[src/rtl/stm_register_list_reader.sv]
// Store-multiple register walker: reads each listed register and issues one memory store per register.
// Optional build macro STM_PC_OFFSET_EN: R15 is stored as read value + PC_STORE_OFFSET.
module stm_register_list_reader #(
  parameter int BUS_WIDTH       = 32,
  parameter int PC_STORE_OFFSET = 12
) (
  input  logic                 clk_in,
  input  logic                 reset_in,
  input  logic                 start_in,
  input  logic [15:0]          reg_list_in,
  input  logic [BUS_WIDTH-1:0] base_addr_in,
  input  logic                 up_in,
  input  logic                 pre_in,
  output logic [3:0]           rf_rd_addr_out,
  input  logic [BUS_WIDTH-1:0] rf_rd_data_in,
  output logic [BUS_WIDTH-1:0] mem_addr_out,
  output logic [BUS_WIDTH-1:0] mem_data_out,
  output logic                 mem_wr_en_out,
  input  logic                 mem_ready_in,
  output logic [BUS_WIDTH-1:0] wb_addr_out,
  output logic                 busy_out,
  output logic                 done_out
);

  typedef enum logic [1:0] {
    ST_IDLE  = 2'd0,
    ST_READ  = 2'd1,
    ST_WRITE = 2'd2,
    ST_DONE  = 2'd3
  } state_t;

  localparam logic [BUS_WIDTH-1:0] WORD_BYTES = {{(BUS_WIDTH-3){1'b0}}, 3'd4};
  localparam logic [BUS_WIDTH-1:0] PC_ADJ     = BUS_WIDTH'(PC_STORE_OFFSET);

  function automatic logic [4:0] popcount16(input logic [15:0] v);
    logic [4:0] c;
    c = 5'd0;
    for (int i = 0; i < 16; i++) begin
      c = c + {4'd0, v[i]};
    end
    return c;
  endfunction

  function automatic logic [3:0] lowest_set(input logic [15:0] v);
    logic [3:0] idx;
    idx = 4'd0;
    for (int i = 15; i >= 0; i--) begin
      if (v[i]) begin
        idx = 4'(i);
      end else begin
        idx = idx;
      end
    end
    return idx;
  endfunction

  state_t               state_r;
  state_t               state_s;
  logic [15:0]          list_r;
  logic [15:0]          list_s;
  logic [BUS_WIDTH-1:0] next_addr_r;
  logic [BUS_WIDTH-1:0] wb_pend_r;
  logic [3:0]           rf_rd_addr_r;
  logic [BUS_WIDTH-1:0] mem_addr_r;
  logic [BUS_WIDTH-1:0] mem_data_r;
  logic                 mem_wr_en_r;
  logic [BUS_WIDTH-1:0] wb_addr_r;
  logic                 busy_r;
  logic                 done_r;

  logic [4:0]           count_in_s;
  logic [BUS_WIDTH-1:0] span_s;
  logic [BUS_WIDTH-1:0] start_addr_s;
  logic [BUS_WIDTH-1:0] wb_in_s;
  logic                 pc_sel_s;
  logic [BUS_WIDTH-1:0] store_data_s;

  // Transfer geometry from the start-time inputs; the lowest register always lands at the lowest address.
  always_comb begin
    count_in_s = popcount16(reg_list_in);
    span_s     = {{(BUS_WIDTH-7){1'b0}}, count_in_s, 2'b00};
    wb_in_s    = up_in ? (base_addr_in + span_s) : (base_addr_in - span_s);
    case ({up_in, pre_in})
      2'b10:   start_addr_s = base_addr_in;
      2'b11:   start_addr_s = base_addr_in + WORD_BYTES;
      2'b00:   start_addr_s = base_addr_in - span_s + WORD_BYTES;
      2'b01:   start_addr_s = base_addr_in - span_s;
      default: start_addr_s = base_addr_in;
    endcase
  end

  // Store data, with the optional pipeline offset applied to R15.
  always_comb begin
`ifdef STM_PC_OFFSET_EN
    pc_sel_s = (rf_rd_addr_r == 4'd15);
`else
    pc_sel_s = 1'b0;
`endif
    if (pc_sel_s) begin
      store_data_s = rf_rd_data_in + PC_ADJ;
    end else begin
      store_data_s = rf_rd_data_in;
    end
  end

  // Next-state and remaining-list logic.
  always_comb begin
    state_s = state_r;
    list_s  = list_r;
    case (state_r)
      ST_IDLE: begin
        if (start_in) begin
          list_s  = reg_list_in;
          state_s = (count_in_s == 5'd0) ? ST_DONE : ST_READ;
        end else begin
          state_s = ST_IDLE;
        end
      end
      ST_READ: state_s = ST_WRITE;
      ST_WRITE: begin
        if (mem_ready_in) begin
          list_s  = list_r & ~(16'd1 << rf_rd_addr_r);
          state_s = (list_s != 16'd0) ? ST_READ : ST_DONE;
        end else begin
          state_s = ST_WRITE;
        end
      end
      ST_DONE: state_s = ST_IDLE;
      default: state_s = ST_IDLE;
    endcase
  end

  // State, captured transfer context and registered outputs.
  always_ff @(posedge clk_in) begin
    if (reset_in) begin
      state_r      <= ST_IDLE;
      list_r       <= 16'd0;
      next_addr_r  <= '0;
      wb_pend_r    <= '0;
      rf_rd_addr_r <= 4'd0;
      mem_addr_r   <= '0;
      mem_data_r   <= '0;
      mem_wr_en_r  <= 1'b0;
      wb_addr_r    <= '0;
      busy_r       <= 1'b0;
      done_r       <= 1'b0;
    end else begin
      state_r      <= state_s;
      list_r       <= list_s;
      rf_rd_addr_r <= lowest_set(list_s);
      mem_wr_en_r  <= (state_s == ST_WRITE);
      busy_r       <= (state_s != ST_IDLE);
      done_r       <= (state_s == ST_DONE);
      if (state_s == ST_DONE) begin
        wb_addr_r <= (state_r == ST_IDLE) ? wb_in_s : wb_pend_r;
      end
      case (state_r)
        ST_IDLE: begin
          if (start_in) begin
            wb_pend_r   <= wb_in_s;
            next_addr_r <= start_addr_s;
          end
        end
        ST_READ: begin
          // Address and data only change on entry to WRITE, so they hold elsewhere.
          mem_addr_r <= next_addr_r;
          mem_data_r <= store_data_s;
        end
        ST_WRITE: begin
          if (mem_ready_in) begin
            next_addr_r <= next_addr_r + WORD_BYTES;
          end
        end
        ST_DONE: begin
          wb_pend_r <= wb_pend_r;
        end
        default: begin
          wb_pend_r <= wb_pend_r;
        end
      endcase
    end
  end

  assign rf_rd_addr_out = rf_rd_addr_r;
  assign mem_addr_out   = mem_addr_r;
  assign mem_data_out   = mem_data_r;
  assign mem_wr_en_out  = mem_wr_en_r;
  assign wb_addr_out    = wb_addr_r;
  assign busy_out       = busy_r;
  assign done_out       = done_r;

endmodule
[config.mk]
export PLATFORM = sky130hd
export DESIGN_NAME = stm_register_list_reader
export DESIGN_NICKNAME = d
export VERILOG_FILES = /design/src/rtl/stm_register_list_reader.sv
export SDC_FILE = /design/constraint.sdc
export NUM_CORES = 1
export LEC_CHECK = 0
export BUFFER_PORTS_ARGS = -buffer_cell sky130_fd_sc_hd__buf_4
export CAP_MARGIN = 20
export CORE_MARGIN = 3
export CORE_UTILIZATION = 40
export CTS_CLUSTER_DIAMETER = 40
export CTS_CLUSTER_SIZE = 10
export DETAILED_ROUTE_END_ITERATION = 10
export PLACE_DENSITY_LB_ADDON = 0.12
export SYNTH_ARGS = -nofsm -noshare
export SYNTH_HDL_FRONTEND = slang
export SYNTH_SLANG_ARGS = --single-unit
export TNS_END_PERCENT = 1
[constraint.sdc]
create_clock -name clk_in -period 8.6 [get_ports clk_in]
set_input_delay 0.43 -clock clk_in [delete_from_list [all_inputs] [get_ports clk_in]]
set_output_delay 0.43 -clock clk_in [all_outputs]
set_load 0.02 [all_outputs]
# Word-level counts from Yosys, hierarchy flattened
# Cells that the tools add are included.
# totals
input_bits,86
register_bits,185
output_inout_bits,103
# op_classes
n_shift,1
n_eq_ne,10
add_sub_neg,20
bitwise,2
mux,29
reduce_logical,12
# ops
op,count
32-bit 2-to-1 mux,4
32-bit one-hot mux with 4 select lines,1
32-bit by 3-bit adder with 32-bit output (second input constant),3
32-bit one-hot mux with 2 select lines,1
5-bit by 1-bit adder with 5-bit output,11
32-bit by 7-bit adder with 32-bit output,1
16-bit 2-to-1 mux,2
4-bit 2-to-1 mux,8
16-bit one-hot mux with 2 select lines,1
32-bit by 7-bit subtractor with 32-bit output,1
16-bit bitwise AND,1
16-bit NOT,1
16-bit nonzero test,1
1-bit by 4-bit << shifter with 16-bit output (first input constant),1
2-bit == test (second input constant),6
2-bit 2-to-1 mux,6
3-bit 2-to-1 mux,4
9-bit OR reduction,1
2-bit one-hot mux with 4 select lines,1
4-bit by 1-bit adder with 5-bit output,1
5-bit logical NOT,1
5-bit OR reduction,1
3-bit by 1-bit adder with 4-bit output,1
2-bit by 1-bit == test with 1-bit output (second input constant),2
other kinds (10),13

# Longest topological paths before layout
# Gate-level depths: netlist (run 1).
# logic_depth
ltp_word,20
mapped_depth,27

# Least setup slack after synthesis (run 1)
# Ideal clock, no wire load.
# synth_path
path_kind,input to register
startpoint,in reg_list_in[5]
endpoint,reg next_addr_r[28]
arrival_ps,6093
n_path_buf,2
path_stages,26
setup_ps,137
required_ps,8463
path_slack_ps,2371
cell_sequence,inv_1 fa_1 inv_1 fa_1 fa_1 inv_1 fa_1 inv_1 ha_1 inv_1 fa_1 nor2b_1 o21ai_0 inv_1 ha_1 buf_2 or4_1 a211oi_2 buf_4 nor2_1 xnor2_2 nor4_4 nand3_2 or4_1 nand3_1 a31oi_1
# synth_between
elab_chain_cells,16
# synth_lines
item,line,source
from (decl),10,"input logic [15:0] reg_list_in,"
5-bit by 1-bit adder with 5-bit output (*) (11 in a row),39,"c = c + {4'd0, v[i]};"
32-bit by 7-bit subtractor with 32-bit output (*),"86, 87",
32-bit by 3-bit adder with 32-bit output,86,2'b00: start_addr_s = base_addr_in - span_s + WORD_BYTES;
32-bit one-hot mux with 4 select lines (*),83,"case ({up_in, pre_in})"
32-bit 2-to-1 mux (*),159,if (start_in) begin
32-bit one-hot mux with 2 select lines (*),157,case (state_r)
to (signal assigned),161,next_addr_r <= start_addr_s;
to (signal assigned),171,next_addr_r <= next_addr_r + WORD_BYTES;
to (decl),61,logic [BUS_WIDTH-1:0] next_addr_r;
# Every way passes the cells marked *; elsewhere a longest branch is shown, timed or not. The select of a mux whose other input is x is not followed.
# A chain may end at the register's enable or synchronous reset.

# Worst setup path after layout (run 1)
# layout_path
startpoint,in reg_list_in[5]
endpoint,reg next_addr_r[27]
# Same word-level chain as after synthesis.

==> qor.yml, run 1 <==
status: "completed"
worst-path-max-fanout: 12
min_to: "mem_data_out[16]"
hold_start: "rf_rd_data_in[16]"
insertion_delay_ns: 0.44
ir_drop_uv: 162
grt_max_degree: 87
async_reset_ff_frac: 0
rr_endpoint: "next_addr_r[16]"
syn_inst: 1652
cp.required_ns: 8.89
netlist_area_um2: 12100
cpMostUsedCell: "inv_1"
rows: 62
grt.overflow.total: 0
seq_area_frac_synth: 0.307
start_util: 0.413
postCtsResizedCells: 0
drtPass1Iterations: 5
r2r_start: "state_r[1]"
clockRootBuffer: "clkbuf_16"
syn2layout_area_growth_pct: 17.2
hold_depth: 3
power.leakage_nw: 5.28
fin_skew_ns: 0.0161
h-tree-depth: 4
maxCapViolCount: 0
ys_types: 96
synth_edf_count: 0
die_h_um: 180
clkTransAtPathRegs_ns: 0.08
grt_pass1_wl_um: 67700
drive_above_1_share: 0.167
dieArea_um2: 32300
relSlewSlack: 0.263
cts_made_buffers: 17
hp-class: "primary input to flip-flop"
grt_usage: 0.257
synth.area.top_cells: "dfxtp_1, nand2_1, a21oi_1"
place.port_buffers: 188
crit_arrival_ns: 7.21
wire_per_inst_um: 20.3
setup_viol: 0
drtIter0Drc: 1415
cts_tree: "built"
final_area_um2: 14100
vias: 12600
hpwl_um: 31400
min_period_ns: 6.92
fin_ws_ns: 1.68
diodes: 0
timing.fmax_ghz: 0.144
cp_slowest_stage_delay_ns: 0.98
clock_sinks: 185
postSynthAreaPerCell_um2: 7.30
endpoint_kind: "flip-flop"
core_area_um2: 29200
clockBufferDepth: 2
yosysTopAreaCell: "dfxtp_1"
r2r_slack_ns: 4.75
detail_route.drc_violations: 0
worst_pin_slew_ns: 1.10
nNetsFinal: 1862
layoutNonFillerInstCount: 2140
fillers: 2982
postCtsHoldBufs: 0
grt_pass1_vias: 11600
ioPinCount: 189
final_antenna_net_count: 0
critPathKind: "primary input to flip-flop"
synth_flop_cell: "dfxtp_1"
yosys_warnings: 0
final_hold_viol_count: 0
syn_nets: 1771
fin_crit_sh: 0.805
whs_ns: 0.239
cts_setup_buffers: 0
wirelength_um: 43300
rsz0062_at_grt: "false"
tns_ns: 0
avgViaCountPerCell: 5.87
antenna_found_initial: 0
crit_path_start_kind: "primary input"
die_width_um: 180
cp_cell_sequence: "buf_4 -> inv_1 -> fa_1 -> inv_1 -> fa_1 -> fa_1 -> inv_1 -> fa_1 -> inv_1 -> ha_1 -> inv_1 -> fa_1 -> xor2_1 -> inv_1 -> ha_1 -> nor2b_1 -> a2111oi_2 -> o31a_1 -> o221ai_2 -> nor4b_4 -> nand3_4 -> or4_1 -> a31oi_1 -> a211oi_1"
maxSlewViolCount: 0
dp_cells: 2108
r2r_cells: 8
ys_ff_latch: 185
power_density_nw_per_um2: 258
placed_cell_area_um2: 13600
finalWeightedCongestion: 0.996
dp_worst_setup_slack_ns: 1.33
slowest_stage: "a2111oi_2"
synth_top_area_frac: 0.307
[registers in the layout (all words and copies together) (netlist names)]
name,cells
next_addr_r,32
rf_rd_addr_out,4
list_r,16
mem_wr_en_out,1
wb_addr_out,32
mem_data_out,32
mem_addr_out,32
wb_pend_r,32
done_out,1
state_r,2
busy_out,1
[report_power, final]
part / total, mW / leakage [nW] / switching [mW] / internal, mW
combinational: 1.73 / 3.51 / 1.10 / 0.625
clock: 0.762 / 0.267 / 0.373 / 0.389
sequential: 1.16 / 1.51 / 0.150 / 1.01
[worst max-delay path: cells and delay by family]
kind / cells / cell delay (ns)
and+or+nand+nor: 4 / 1.39
adders and majority gates: 7 / 2.91
xor gates and xnor gates: 1 / 0.32
buffers and inverters: 7 / 0.43
AOI/OAI and AO/OA: 5 / 1.70
[Yosys cell counts, types with 6 or more instances]
master / number
o21ai_0: 85
xnor2_1: 37
a211oi_1: 15
nor3b_1: 6
o21a_1: 6
and2_1: 12
or2_2: 8
o221ai_1: 7
nand4_1: 16
a311oi_1: 24
nand3_1: 54
mux2i_1: 13
inv_1: 53
or3_1: 16
fa_1: 12
o41ai_1: 6
nand2b_1: 17
dfxtp_1: 185
nor4_1: 13
or4_1: 7
nand2_1: 332
a31oi_1: 19
and3_1: 10
o32ai_1: 13
o2111ai_1: 6
clkbuf_1: 106
nor2_1: 119
o22ai_1: 18
nor2b_1: 16
o211ai_1: 9
buf_1: 17
ha_1: 21
xor2_1: 25
a22oi_1: 16
nor3_1: 38
buf_2: 6
nor4_2: 7
a21oi_1: 160
o31ai_1: 12
[layout make-up]
| type | instances | area, um^2 | share of cell area |
|---|---|---|---|
| Clock buffer | 20 | 447 | 0.0316 |
| Clock inverter | 12 | 115 | 0.00814 |
| Inverter | 57 | 214 | 0.0151 |
| Multi-Input combinational cell | 1276 | 7630 | 0.540 |
| Sequential cell | 185 | 3700 | 0.262 |
| Tap cell | 384 | 480 | 0.0340 |
| Timing Repair Buffer | 206 | 1550 | 0.109 |
[per-layer routing]
metal / routed length [um] / global-route usage / vias to the layer above
met5: 0 / 0 / -
met4: 923 / 0.0746 / 0
met3: 3030 / 0.0489 / 65
met2: 19100 / 0.390 / 529
met1: 20300 / 0.373 / 5921
li1: - / - / 6048
[cell families (layout without fill, tap and decap cells)]
kind of cell	after synthesis	in the layout	share of synthesized area
buffers and inverters	191	295	0.0623
adders and majority gates	33	33	0.0417
xor gates and xnor gates	63	63	0.0464
DFF	185	185	0.307
muxes	15	15	0.0127
and+or+nand+nor	709	709	0.285
AOI/OAI and AO/OA	456	456	0.245
[worst max path at each step]
| stage | startpoint | end | slack, ns | cells past startpoint |
|---|---|---|---|---|
| after floorplan | reg_list_in[5] | next_addr_r[28] | 2.37 | 26 |
| after global placement | reg_list_in[5] | next_addr_r[27] | 1.45 | 24 |
| after detailed placement | reg_list_in[5] | next_addr_r[27] | 1.33 | 24 |
| after CTS | reg_list_in[5] | next_addr_r[27] | 1.79 | 24 |
| after global routing | reg_list_in[5] | next_addr_r[27] | 1.35 | 24 |
| final | reg_list_in[5] | next_addr_r[27] | 1.68 | 24 |
[per-stage QoR]
step	total power, mW	utilization
global placement	2.87	0.465
floorplan	2.33	-
CTS	3.65	0.485
detailed placement	2.88	0.465
finish	3.65	0.485
global route	3.89	0.485
[cell usage in the layout, fill, tap and decap left out, types with 15 or more instances in the layout]
master       n
nand2_1    332
buf_4      206
dfxtp_1    185
a21oi_1    160
nor2_1     117
o21ai_0     85
nand3_1     54
inv_1       53
nor3_1      38
xnor2_1     37
xor2_1      25
a311oi_1    24
ha_1        21
a31oi_1     19
o22ai_1     18
clkbuf_16   17
nand2b_1    16
nand4_1     16
or3_1       16
a22oi_1     16
nor2b_1     15
a211oi_1    15
Power figures use the tool's default switching activity.
==> run 2, diff against run 1 <==
==> constraint.sdc (replaced) <==
create_clock -name clk_in -period 6.9 [get_ports clk_in]
set_input_delay 0.345 -clock clk_in [delete_from_list [all_inputs] [get_ports clk_in]]
set_output_delay 0.345 -clock clk_in [all_outputs]
set_load 0.02 [all_outputs]
==> qor.yml, run 2 (synthesis gave the netlist of run 1 again) <==
status: "completed"
final_area_um2: 14300  # +1.2%
h-tree-depth: 4  # unchanged
clockBufferDepth: 2  # unchanged
wire_per_inst_um: 20.0  # -1.3%
cts_made_buffers: 17  # unchanged
clockRootBuffer: "clkbuf_16"
dp_cells: 2126  # +0.85%
fin_crit_sh: 0.904
crit_arrival_ns: 6.55  # -0.66 ns
ir_drop_uv: 194  # +20%
final_hold_viol_count: 0  # unchanged
wl_met3_um: 3410  # +13%
power_density_nw_per_um2: 324  # +26%
layoutNonFillerInstCount: 2157  # +0.79%
rsz0062_at_grt: "false"
tns_ns: 0  # unchanged
postCtsHoldBufs: 0  # unchanged
wl_met1_um: 19900  # -1.6%
maxSlewViolCount: 0  # unchanged
grt_pass1_wl_um: 67800  # +0.14%
wl_met2_um: 18900  # -1.5%
core_area_um2: 29200  # unchanged
rows: 62  # unchanged
grt.overflow.total: 0  # unchanged
top_layer_used: "met4"
finalWeightedCongestion: 0.996  # about the same
grt_pass1_vias: 11600  # +0.55%
p_switching_mw: 2.01  # +24%
p_comb_frac: 0.472  # -0.002
syn2layout_area_growth_pct: 18.7
ioPinCount: 189  # unchanged
final_antenna_net_count: 0  # unchanged
fin_skew_ns: 0.0177  # +0.00157 ns
avgViaCountPerCell: 5.88  # +0.15%
fillers: 2963  # -0.64%
critPathKind: "primary input to flip-flop"
pwr-share-seq: 0.310  # -0.007
worst-path-max-fanout: 7  # -5
cts_tree: "built"
hp-class: "primary input to flip-flop"
setup_viol: 0  # unchanged
die_width_um: 180  # unchanged
grt_usage: 0.257  # -0.000575
total_power_mw: 4.64  # +27%
detail_route.drc_violations: 0  # unchanged
power.leakage_nw: 5.39  # +2.0%
postCtsResizedCells: 0  # unchanged
drtIter0Drc: 1272  # -10%
drtPass1Iterations: 5  # unchanged
crit_path_start_kind: "primary input"
nNetsFinal: 1880  # +0.97%
worst_pin_slew_ns: 1.13  # +0.0309 ns
diodes: 0  # unchanged
wirelength_um: 43100  # -0.53%
vias: 12700  # +0.95%
insertion_delay_ns: 0.45  # about the same
placed_cell_area_um2: 13700  # +1.1%
min_period_ns: 6.24
pwr-share-clk: 0.218  # +0.009
dieArea_um2: 32300  # unchanged
cts_setup_buffers: 0  # unchanged
die_h_um: 180  # unchanged
start_util: 0.413  # unchanged
grt_max_degree: 96  # +10%
maxCapViolCount: 0  # unchanged
place.port_buffers: 188  # unchanged
antenna_found_initial: 0  # unchanged
drive_above_1_share: 0.175  # +0.00799
hpwl_um: 31500  # +0.15%
timing.fmax_ghz: 0.160
endpoint_kind: "flip-flop"
switching_share: 0.434  # -0.0123
clock_sinks: 185  # unchanged
relSlewSlack: 0.242  # -0.0220
cp.required_ns: 7.21  # -1.68 ns
p_int_mw: 2.63  # +30%
layout_commonest_cell: "nand2_1"
final_cell_mix: "nand2_1, buf_4, dfxtp_1"
clkTransAtPathRegs_ns: 0.08  # about the same
## run 2: cell types whose count changed in the layout (fill, tap and decap cells not counted)
cell,change
clkbuf_8,+1
clkinv_4,-2
buf_12,+1
inv_6,+4
clkinv_8,-1
inv_8,-3
bufinv_16,+2
clkinvlp_4,-1
buf_4,+17
clkinv_2,-1
## run 2: power by group through the flow
stage / Sequential (mW) / Combinational [mW] / Clock (mW)
2_1_floorplan: 1.49 / 1.42 / 0
3_3_place_gp: 1.45 / 2.16 / 0
3_5_place_dp: 1.46 / 2.16 / 0
4_1_cts: 1.43 / 2.17 / 1.03
5_1_grt: 1.46 / 2.42 / 1.07
6_report: 1.44 / 2.19 / 1.01
## run 2: path summary, 6_finish.rpt
check | startpoint | to | slack, ns | cells past startpoint
worst min register to register | next_addr_r[0] | mem_addr_out[0] | 0.45 | 2
worst max-delay path | reg_list_in[5] | next_addr_r[28] | 0.66 | 26
worst min-delay path | rf_rd_data_in[13] | mem_data_out[13] | 0.15 | 3
worst max register to register | state_r[1] | next_addr_r[27] | 3.14 | 8
## run 2: layout make-up
| type | instances | area, um^2 | area share |
|---|---|---|---|
| Multi-Input combinational cell | 1276 | 7630 | 0.533 |
| Timing Repair Buffer | 224 | 1690 | 0.118 |
| Tap cell | 384 | 480 | 0.0336 |
| Sequential cell | 185 | 3700 | 0.259 |
| Inverter | 57 | 214 | 0.0149 |
| Clock buffer | 21 | 460 | 0.0322 |
| Clock inverter | 10 | 130 | 0.00909 |
## run 2: routing by layer
metal,global-route usage,vias to the layer above
met5,0,-
li1,-,6080
met4,0.0709,0
met3,0.0435,61
met2,0.394,579
met1,0.372,5962
## run 2: worst max-delay path: stages
cell and delay, ns:
buf_4 0.08, inv_1 0.04, fa_1 0.55, inv_1 0.06, fa_1 0.46, fa_1 0.52
inv_1 0.05, fa_1 0.49, inv_1 0.04, ha_1 0.18, inv_1 0.07, fa_1 0.20
nor2b_1 0.05, o21ai_0 0.26, inv_1 0.11, ha_1 0.32, or4_1 0.41, a211oi_2 0.47
buf_4 0.21, nor3_1 0.05, xnor2_1 0.15, and3b_1 0.40, nand3_2 0.23, or4_1 0.58
nand3_1 0.10, a31oi_1 0.09
## run 2: metrics by stage
stage | util | worst slack [ns] | hold slack (ns)
after CTS | 0.491 | 0.692 | 0.128
after global routing | 0.491 | 0.277 | 0.136
after global placement | 0.470 | 0.213 | 0.441
after detailed placement | 0.470 | 0.238 | 0.447
final | 0.491 | 0.662 | 0.146
after floorplan | - | 0.756 | 0.432
